--- src/rtl/seg7_scan_capture.sv ---
// seg7_scan_capture: reads back an active-low, time-multiplexed 7-segment bus.
// The inputs are registered, and each digit's pattern is decoded back to BCD.
// Complete frames are assembled, and a frame is published only after it has
// repeated for STABLE_SCANS consecutive scans.
// Build option: define SEG7_ALT_GLYPH_EN to accept the tailless 6 and 9 and
// the 7 with segment f lit.
module seg7_scan_capture #(
    parameter int DIGITS       = 4,
    parameter int STABLE_SCANS = 2
) (
    input  logic                  clk,
    input  logic                  rst,
    input  logic [6:0]            seg,
    input  logic [DIGITS-1:0]     an,
    output logic [4*DIGITS-1:0]   bcd,
    output logic [DIGITS-1:0]     err,
    output logic                  valid,
    output logic                  scan_err
);

    localparam logic [3:0] STABLE_CNT = 4'(STABLE_SCANS);

    // Returns {err, code}. The segment order is a..g, MSB first, and lit segments are 0.
    function automatic logic [4:0] decode(input logic [6:0] s);
        case (s)
            7'b0000001: decode = {1'b0, 4'd0};
            7'b1001111: decode = {1'b0, 4'd1};
            7'b0010010: decode = {1'b0, 4'd2};
            7'b0000110: decode = {1'b0, 4'd3};
            7'b1001100: decode = {1'b0, 4'd4};
            7'b0100100: decode = {1'b0, 4'd5};
            7'b0100000: decode = {1'b0, 4'd6};
            7'b0001111: decode = {1'b0, 4'd7};
            7'b0000000: decode = {1'b0, 4'd8};
            7'b0000100: decode = {1'b0, 4'd9};
            7'b1111111: decode = {1'b0, 4'hF};
`ifdef SEG7_ALT_GLYPH_EN
            7'b1100000: decode = {1'b0, 4'd6};
            7'b0001100: decode = {1'b0, 4'd9};
            7'b0001101: decode = {1'b0, 4'd7};
`endif
            default:    decode = {1'b1, 4'hE};
        endcase
    endfunction

    // Stage 1 registers
    logic [6:0]          seg_q;
    logic [DIGITS-1:0]   an_q;
    // Stage 2 registers: the frame being assembled
    logic [4*DIGITS-1:0] slot_bcd_q, slot_bcd_d;
    logic [DIGITS-1:0]   slot_err_q, slot_err_d;
    logic [DIGITS-1:0]   seen_q, seen_d;
    logic                frame_done_q, frame_done_d;
    logic                scan_err_q, scan_err_d;
    // Stage 3 registers: the stability tracker and the published outputs
    logic [4*DIGITS-1:0] prev_bcd_q, prev_bcd_d;
    logic [DIGITS-1:0]   prev_err_q, prev_err_d;
    logic [3:0]          cnt_q, cnt_d;
    logic [4*DIGITS-1:0] bcd_q, bcd_d;
    logic [DIGITS-1:0]   err_q, err_d;
    logic                valid_q, valid_d;

    logic [DIGITS-1:0]   sel;
    logic                sel_none, sel_multi;
    logic [4:0]          dec;
    logic                frame_match, publish;

    assign sel       = ~an_q;
    assign sel_none  = (sel == '0);
    assign sel_multi = ((sel & (sel - 1'b1)) != '0);
    assign dec       = decode(seg_q);

    // Stage 2 writes the decoded sample into its slot and detects when a frame is complete.
    always_comb begin
        // NOTE: every always_comb output gets a default first, so no path can infer a latch.
        slot_bcd_d   = slot_bcd_q;
        slot_err_d   = slot_err_q;
        seen_d       = seen_q;
        frame_done_d = 1'b0;
        scan_err_d   = 1'b0;
        if (sel_multi) begin
            seen_d     = '0;
            scan_err_d = 1'b1;
        end else if (!sel_none) begin
            for (int i = 0; i < DIGITS; i++) begin
                if (sel[i]) begin
                    slot_bcd_d[4*i +: 4] = dec[3:0];
                    slot_err_d[i]        = dec[4];
                end
            end
            seen_d = seen_q | sel;
            if (&seen_d) begin
                frame_done_d = 1'b1;
                seen_d       = '0;
            end
        end
    end

    // Stage 3 compares the completed frame with the previous one and publishes it once it is stable.
    always_comb begin
        prev_bcd_d  = prev_bcd_q;
        prev_err_d  = prev_err_q;
        cnt_d       = cnt_q;
        bcd_d       = bcd_q;
        err_d       = err_q;
        valid_d     = 1'b0;
        publish     = 1'b0;
        frame_match = (slot_bcd_q == prev_bcd_q) && (slot_err_q == prev_err_q);
        if (frame_done_q) begin
            if (frame_match) begin
                if (cnt_q < STABLE_CNT) cnt_d = cnt_q + 4'd1;
                publish = (cnt_q == STABLE_CNT - 4'd1);
            end else begin
                cnt_d      = 4'd1;
                prev_bcd_d = slot_bcd_q;
                prev_err_d = slot_err_q;
                publish    = (STABLE_CNT == 4'd1);
            end
            if (publish) begin
                bcd_d   = slot_bcd_q;
                err_d   = slot_err_q;
                valid_d = 1'b1;
            end
        end
        // An illegal select breaks the scan, so stability must be rebuilt from scratch.
        if (sel_multi) cnt_d = 4'd0;
    end

    // All state registers, with a synchronous reset that returns the block to idle.
    always_ff @(posedge clk) begin
        // NOTE: sequential state uses non-blocking assignments only, so every register reads pre-edge values.
        if (rst) begin
            seg_q        <= '1;
            an_q         <= '1;
            slot_bcd_q   <= '0;
            slot_err_q   <= '0;
            seen_q       <= '0;
            frame_done_q <= 1'b0;
            scan_err_q   <= 1'b0;
            prev_bcd_q   <= '0;
            prev_err_q   <= '0;
            cnt_q        <= 4'd0;
            bcd_q        <= '1;
            err_q        <= '0;
            valid_q      <= 1'b0;
        end else begin
            seg_q        <= seg;
            an_q         <= an;
            slot_bcd_q   <= slot_bcd_d;
            slot_err_q   <= slot_err_d;
            seen_q       <= seen_d;
            frame_done_q <= frame_done_d;
            scan_err_q   <= scan_err_d;
            prev_bcd_q   <= prev_bcd_d;
            prev_err_q   <= prev_err_d;
            cnt_q        <= cnt_d;
            bcd_q        <= bcd_d;
            err_q        <= err_d;
            valid_q      <= valid_d;
        end
    end

    assign bcd      = bcd_q;
    assign err      = err_q;
    assign valid    = valid_q;
    assign scan_err = scan_err_q;

endmodule

--- config.mk ---
export PLATFORM = sky130hd
export DESIGN_NAME = seg7_scan_capture
export DESIGN_NICKNAME = d
export VERILOG_FILES = /design/src/rtl/seg7_scan_capture.sv
export SDC_FILE = /design/constraint.sdc
export NUM_CORES = 1
export LEC_CHECK = 0
export CAP_MARGIN = 0
export CELL_PAD_IN_SITES_DETAIL_PLACEMENT = 0
export CELL_PAD_IN_SITES_GLOBAL_PLACEMENT = 1
export CORE_UTILIZATION = 48
export DETAILED_ROUTE_END_ITERATION = 8
export GPL_TIMING_DRIVEN = 0
export PLACE_DENSITY = 0.9
export RECOVER_POWER = 50
export SLEW_MARGIN = 10
export SYNTH_ARGS = -nofsm -noshare
export SYNTH_HDL_FRONTEND = slang
export SYNTH_SLANG_ARGS = --single-unit
--- constraint.sdc ---
create_clock -name clk -period 3.6 [get_ports clk]
set_input_delay 1.08 -clock clk [delete_from_list [all_inputs] [get_ports clk]]
set_output_delay 1.08 -clock clk [all_outputs]
set_load 0.005 [all_outputs]
Word level (Yosys, flattened, before mapping)
Index checks and enable logic that the tools add are counted.
- flip-flop bits (word level): 82
- input port bits: 13
- word-level logic and storage cells: 67
- add/subtract/negate cells: 2
- $lt $le $gt $ge: 1
- equality and inequality tests: 14
- muxes and demuxes: 9
- bitwise logic cells: 7
- reductions and logical operators: 15
- operator list (kind ; number):
    5-bit one-hot mux with 11 select lines ; 1
    7-bit == test, second input constant ; 3
    16-bit == test ; 1
    7-bit by 3-bit == test with 1-bit output, second input constant ; 2
    7-bit by 6-bit == test with 1-bit output, second input constant ; 2
    4-bit two-way mux ; 3
    3-bit AND reduction ; 4
    7-bit by 1-bit == test with 1-bit output, second input constant ; 1
    7-bit by 4-bit == test with 1-bit output, second input constant ; 1
    7-bit by 5-bit == test with 1-bit output, second input constant ; 1
    7-bit zero test ; 1
    2-bit AND reduction ; 3
    1-bit two-way mux ; 5
    4-bit by 1-bit adder with 4-bit output, second input constant ; 1
    4-bit AND ; 1
    4-bit by 1-bit == test with 1-bit output, second input constant ; 1
    4-bit == test ; 1
    4-bit zero test ; 1
    4-bit by 2-bit < comparator with 1-bit output, second input constant ; 1
    1-bit inverter ; 4
    4-bit inverter ; 1
    4-bit bitwise OR ; 1
    4-bit AND reduction ; 1
    4-bit nonzero test ; 1
    5 further kinds ; 6

Longest topological paths before layout
- depth after elaboration: 6
- mapped depth: 7

Least setup slack after synthesis
OpenSTA, ideal clock, no wires.
- path type: input port to flip-flop
- start: input rst
- end: register bcd_q[10] (netlist: bcd[10])
- arrival: 2.149 ns
- path slack: 1.379 ns
- cell stages on the path: 6
- buffers on the path: 4
- cells stage by stage: clkbuf_1 -> clkbuf_1 -> buf_2 -> clkbuf_1 -> nor2_1 -> mux2i_1
- RTL lines (item ; RTL line ; text):
    start, declared ; 12 ; input logic rst,
    end signal, assigned ; 143 ; bcd_q <= '1;
    end signal, assigned ; 157 ; bcd_q <= bcd_d;
    end, declared ; 59 ; logic [4*DIGITS-1:0] bcd_q, bcd_d;

==> parameters.txt <==
Parameter                              Value

Status
  Result of the run    complete, no violations

Die
  Width of the die    93.7 microns
  Number of ports placed on the die boundary    35
  Number of standard-cell rows in the floorplan    33
  Die outline area    8770 sq um
  Floorplan Core Area    8180 sq um
  Overall die height    93.7 microns
  Initial Util    0.493

Timing
  Clk_skew    roughly 0.012 ns
  Relative slew slack    0.550
  Post-route fraction of the period consumed by the critical path    0.711
  Upper clock frequency limit    390 MHz
  Setup violations, final    0
  Crit path time final    ~2.6 ns
  Pin slew with the least headroom to its limit    ~0.67 ns
  Final Hold Violating Endpoints    0
  Final setup TNS    0 ns
  Max Slew Vio Count    0
  RSZ-0062 raised after global routing    no

Global routing
  Total track usage    0.242
  Global-route wire length before repair    16.2 mm
  Largest net degree at the start of global routing    16
  Number of global-route vias before repair    3,219
  Total overflow reported by the global router    0
  Initial antenna violation count    0

Yosys
  Fraction of registers with async set/reset    0
  Most used DFF post-synth    dfxtp_1
  Netlist Area Pre-Place    about 4000 sq um
  Sequential share of the synthesized area    0.407
  Synthesized netlist net count    roughly 460
  Mean cell area of the mapped netlist    9.10 sq um
  Number of flops mapped to enable cells by yosys    0
  Number of distinct standard cells referenced by the synthesized netlist    57
  Seq cells post-synth    82
  Synthesized instance count    around 440
  Yosys synthesis warning count    0

Clock network
  Number of sinks on the clock net    82
  Insertion delay of the later-clocked pin in the worst-skew pair    0.36 ns
  Clock root buffer    clkbuf_8
  TritonCTS Buffers    9
  Total of hold buffers inserted after clock tree synthesis    0
  Number of setup buffers added after CTS    0
  Maximum level of the CTS H-tree    3
  Worst-case clock buffer depth    2
  Clock transition time at the flip-flop clock pins of the worst setup and hold paths    0.08 ns
  CTS tree    done
  Quantity of gates resized following cts    0

Cells and area
  Core occupancy in the finished layout    0.573
  Area used by multi-input combinational logic    roughly 2200 sq um
  Filler Cell Count    751
  Commonest cells after routing, fill and taps aside    dfxtp_1 (82), nor2_1 (67), clkdlybuf4s50_1 (31)
  Commonest non-fill, non-tap cell in the layout    dfxtp_1
  Footprint of the flip-flops and latches    approximately 1600 sq um
  Total Nets Final    502
  Diodes inserted    0
  Finished Cell Area    4690 sq um
  Share of post-route cells with drive strength above 1    0.110
  Signed area change from the synthesized netlist to the final layout    16.2%

Route
  Routed WL    9.79 mm
  Number of remaining DRC errors    0
  Drt first-iter violations    162
  Number of search-and-repair iterations in the first detailed-routing pass    4
  Count of antenna-violating nets left after detailed routing    0
  Routed wire per std cell    16.4 microns
  Via count of the routed design    3,344
  Via density per instance    between 5 and 6

Pwr
  Leakage power summed over all cells    1.73 nW
  Power density relative to cell area    404 nW/um^2
  Total Power Consumption    approximately 1.9 mW
  Worst IR drop on VDD    0.000298 V

Placement
  Final weighted congestion in routability-driven placement    0.868
  Number of buffer cells added on primary ports    33
  Post-detailed-placement cell area    4490 sq um
  Post-DP HPWL    7.07 mm

Worst setup path
  Crit-path most repeated cell    clkbuf_1
  Highest-delay cell along the critical path    clkbuf_1
  Required time of the worst setup path    3.89 ns
  Launching element type of the critical path    input pin
  Crit-path max cell delay    0.48 ns
  Crit end category    flip-flop
  Maximum net fanout on the critical path    10
  Signal arrival time at the worst endpoint    around 2.9 ns
  Worst setup path category    in2reg
  Worst-path cell chain    clkbuf_1 > clkbuf_1 > clkbuf_1 > clkbuf_1 > nor2_1 > mux2i_1

Flow run
  Max-cap violations    0

Worst hold path
  Worst min-delay path class    reg2reg
## worst paths after layout
check / slack [ns] / depth (start not counted) / startpoint / endpoint
hold reg to reg: 0.45 / 2 / seen_q[0] / seen_q[0]
hold / removal: 0.45 / 2 / seen_q[0] / seen_q[0]
setup / recovery: 1.04 / 6 / rst / bcd[13]
setup reg to reg: 1.14 / 6 / slot_bcd_q[6] / prev_bcd_q[7]
## worst max-delay path: cells and delay by family
family	cells	cell delay (ns)
buffers and inverters	4	1.54
and+or+nand+nor	1	0.09
muxes	1	0.13
## final cells by class
class | instances | area share
buffer | 32 | 0.0328
clock buffer | 9 | 0.0264
clock inverter | 7 | 0.0158
inverter | 11 | 0.00881
multi-input combinational | 318 | 0.467
sequential | 82 | 0.350
tap | 105 | 0.0280
timing repair buffer | 33 | 0.0705
## state kept, by name, indices dropped and copies added (netlist names), 7 cells and up
register / count
seg_q: 7
slot_bcd_q: 16
bcd: 16
prev_bcd_q: 16
## routing by layer
metal  vias up  global-route usage  wire length, microns  share of wire
li1       1671                   -                     -              -
met1      1595               0.314                  4570           0.47
met2        67               0.405                  4660           0.48
met3        11              0.0477                   405          0.041
met4         0              0.0744                   158          0.016
met5         -                   0                     0              0
## cells by family after synthesis
kind of cell | after synthesis | share of synthesized area
XOR/XNOR | 21 | 0.0456
flip-flops | 82 | 0.407
multiplexers | 23 | 0.0571
AND/OR/NAND/NOR | 198 | 0.276
adder cells (fa/ha/maj) | 3 | 0.00869
AO/OA/AOI/OAI | 73 | 0.156
buffers and inverters | 43 | 0.0493
## stage by stage
stage | hold slack [ns] | cells | setup WS [ns]
CTS | 0.454 | 597 | 1.21
floorplan | 0.425 | 443 | 1.38
detailed placement | 0.441 | 581 | 0.847
finish | 0.453 | 597 | 1.04
global placement | 0.436 | 581 | 0.842
global route | 0.472 | 597 | 0.846
## Yosys cell counts (all sizes together), types with 10 or more instances
library cell	instances	share of area
a311o	12	0.030
buf	13	0.021
clkbuf	19	0.018
dfxtp	82	0.41
inv	10	0.0093
mux2i	23	0.057
nand2	12	0.011
nand2b	11	0.017
nand3	10	0.012
nand3b	17	0.032
nand4	10	0.016
nor2	67	0.063
nor2b	20	0.031
o2bb2ai	14	0.030
or2	15	0.023
xnor2	21	0.046
## where the power goes
part	switching [mW]	leakage, nW	internal (mW)
logic	0.167	0.966	0.0855
registers	0.0297	0.667	0.930
clock network	0.358	0.100	0.325
No activity file was read; power rests on OpenSTA's default activity.
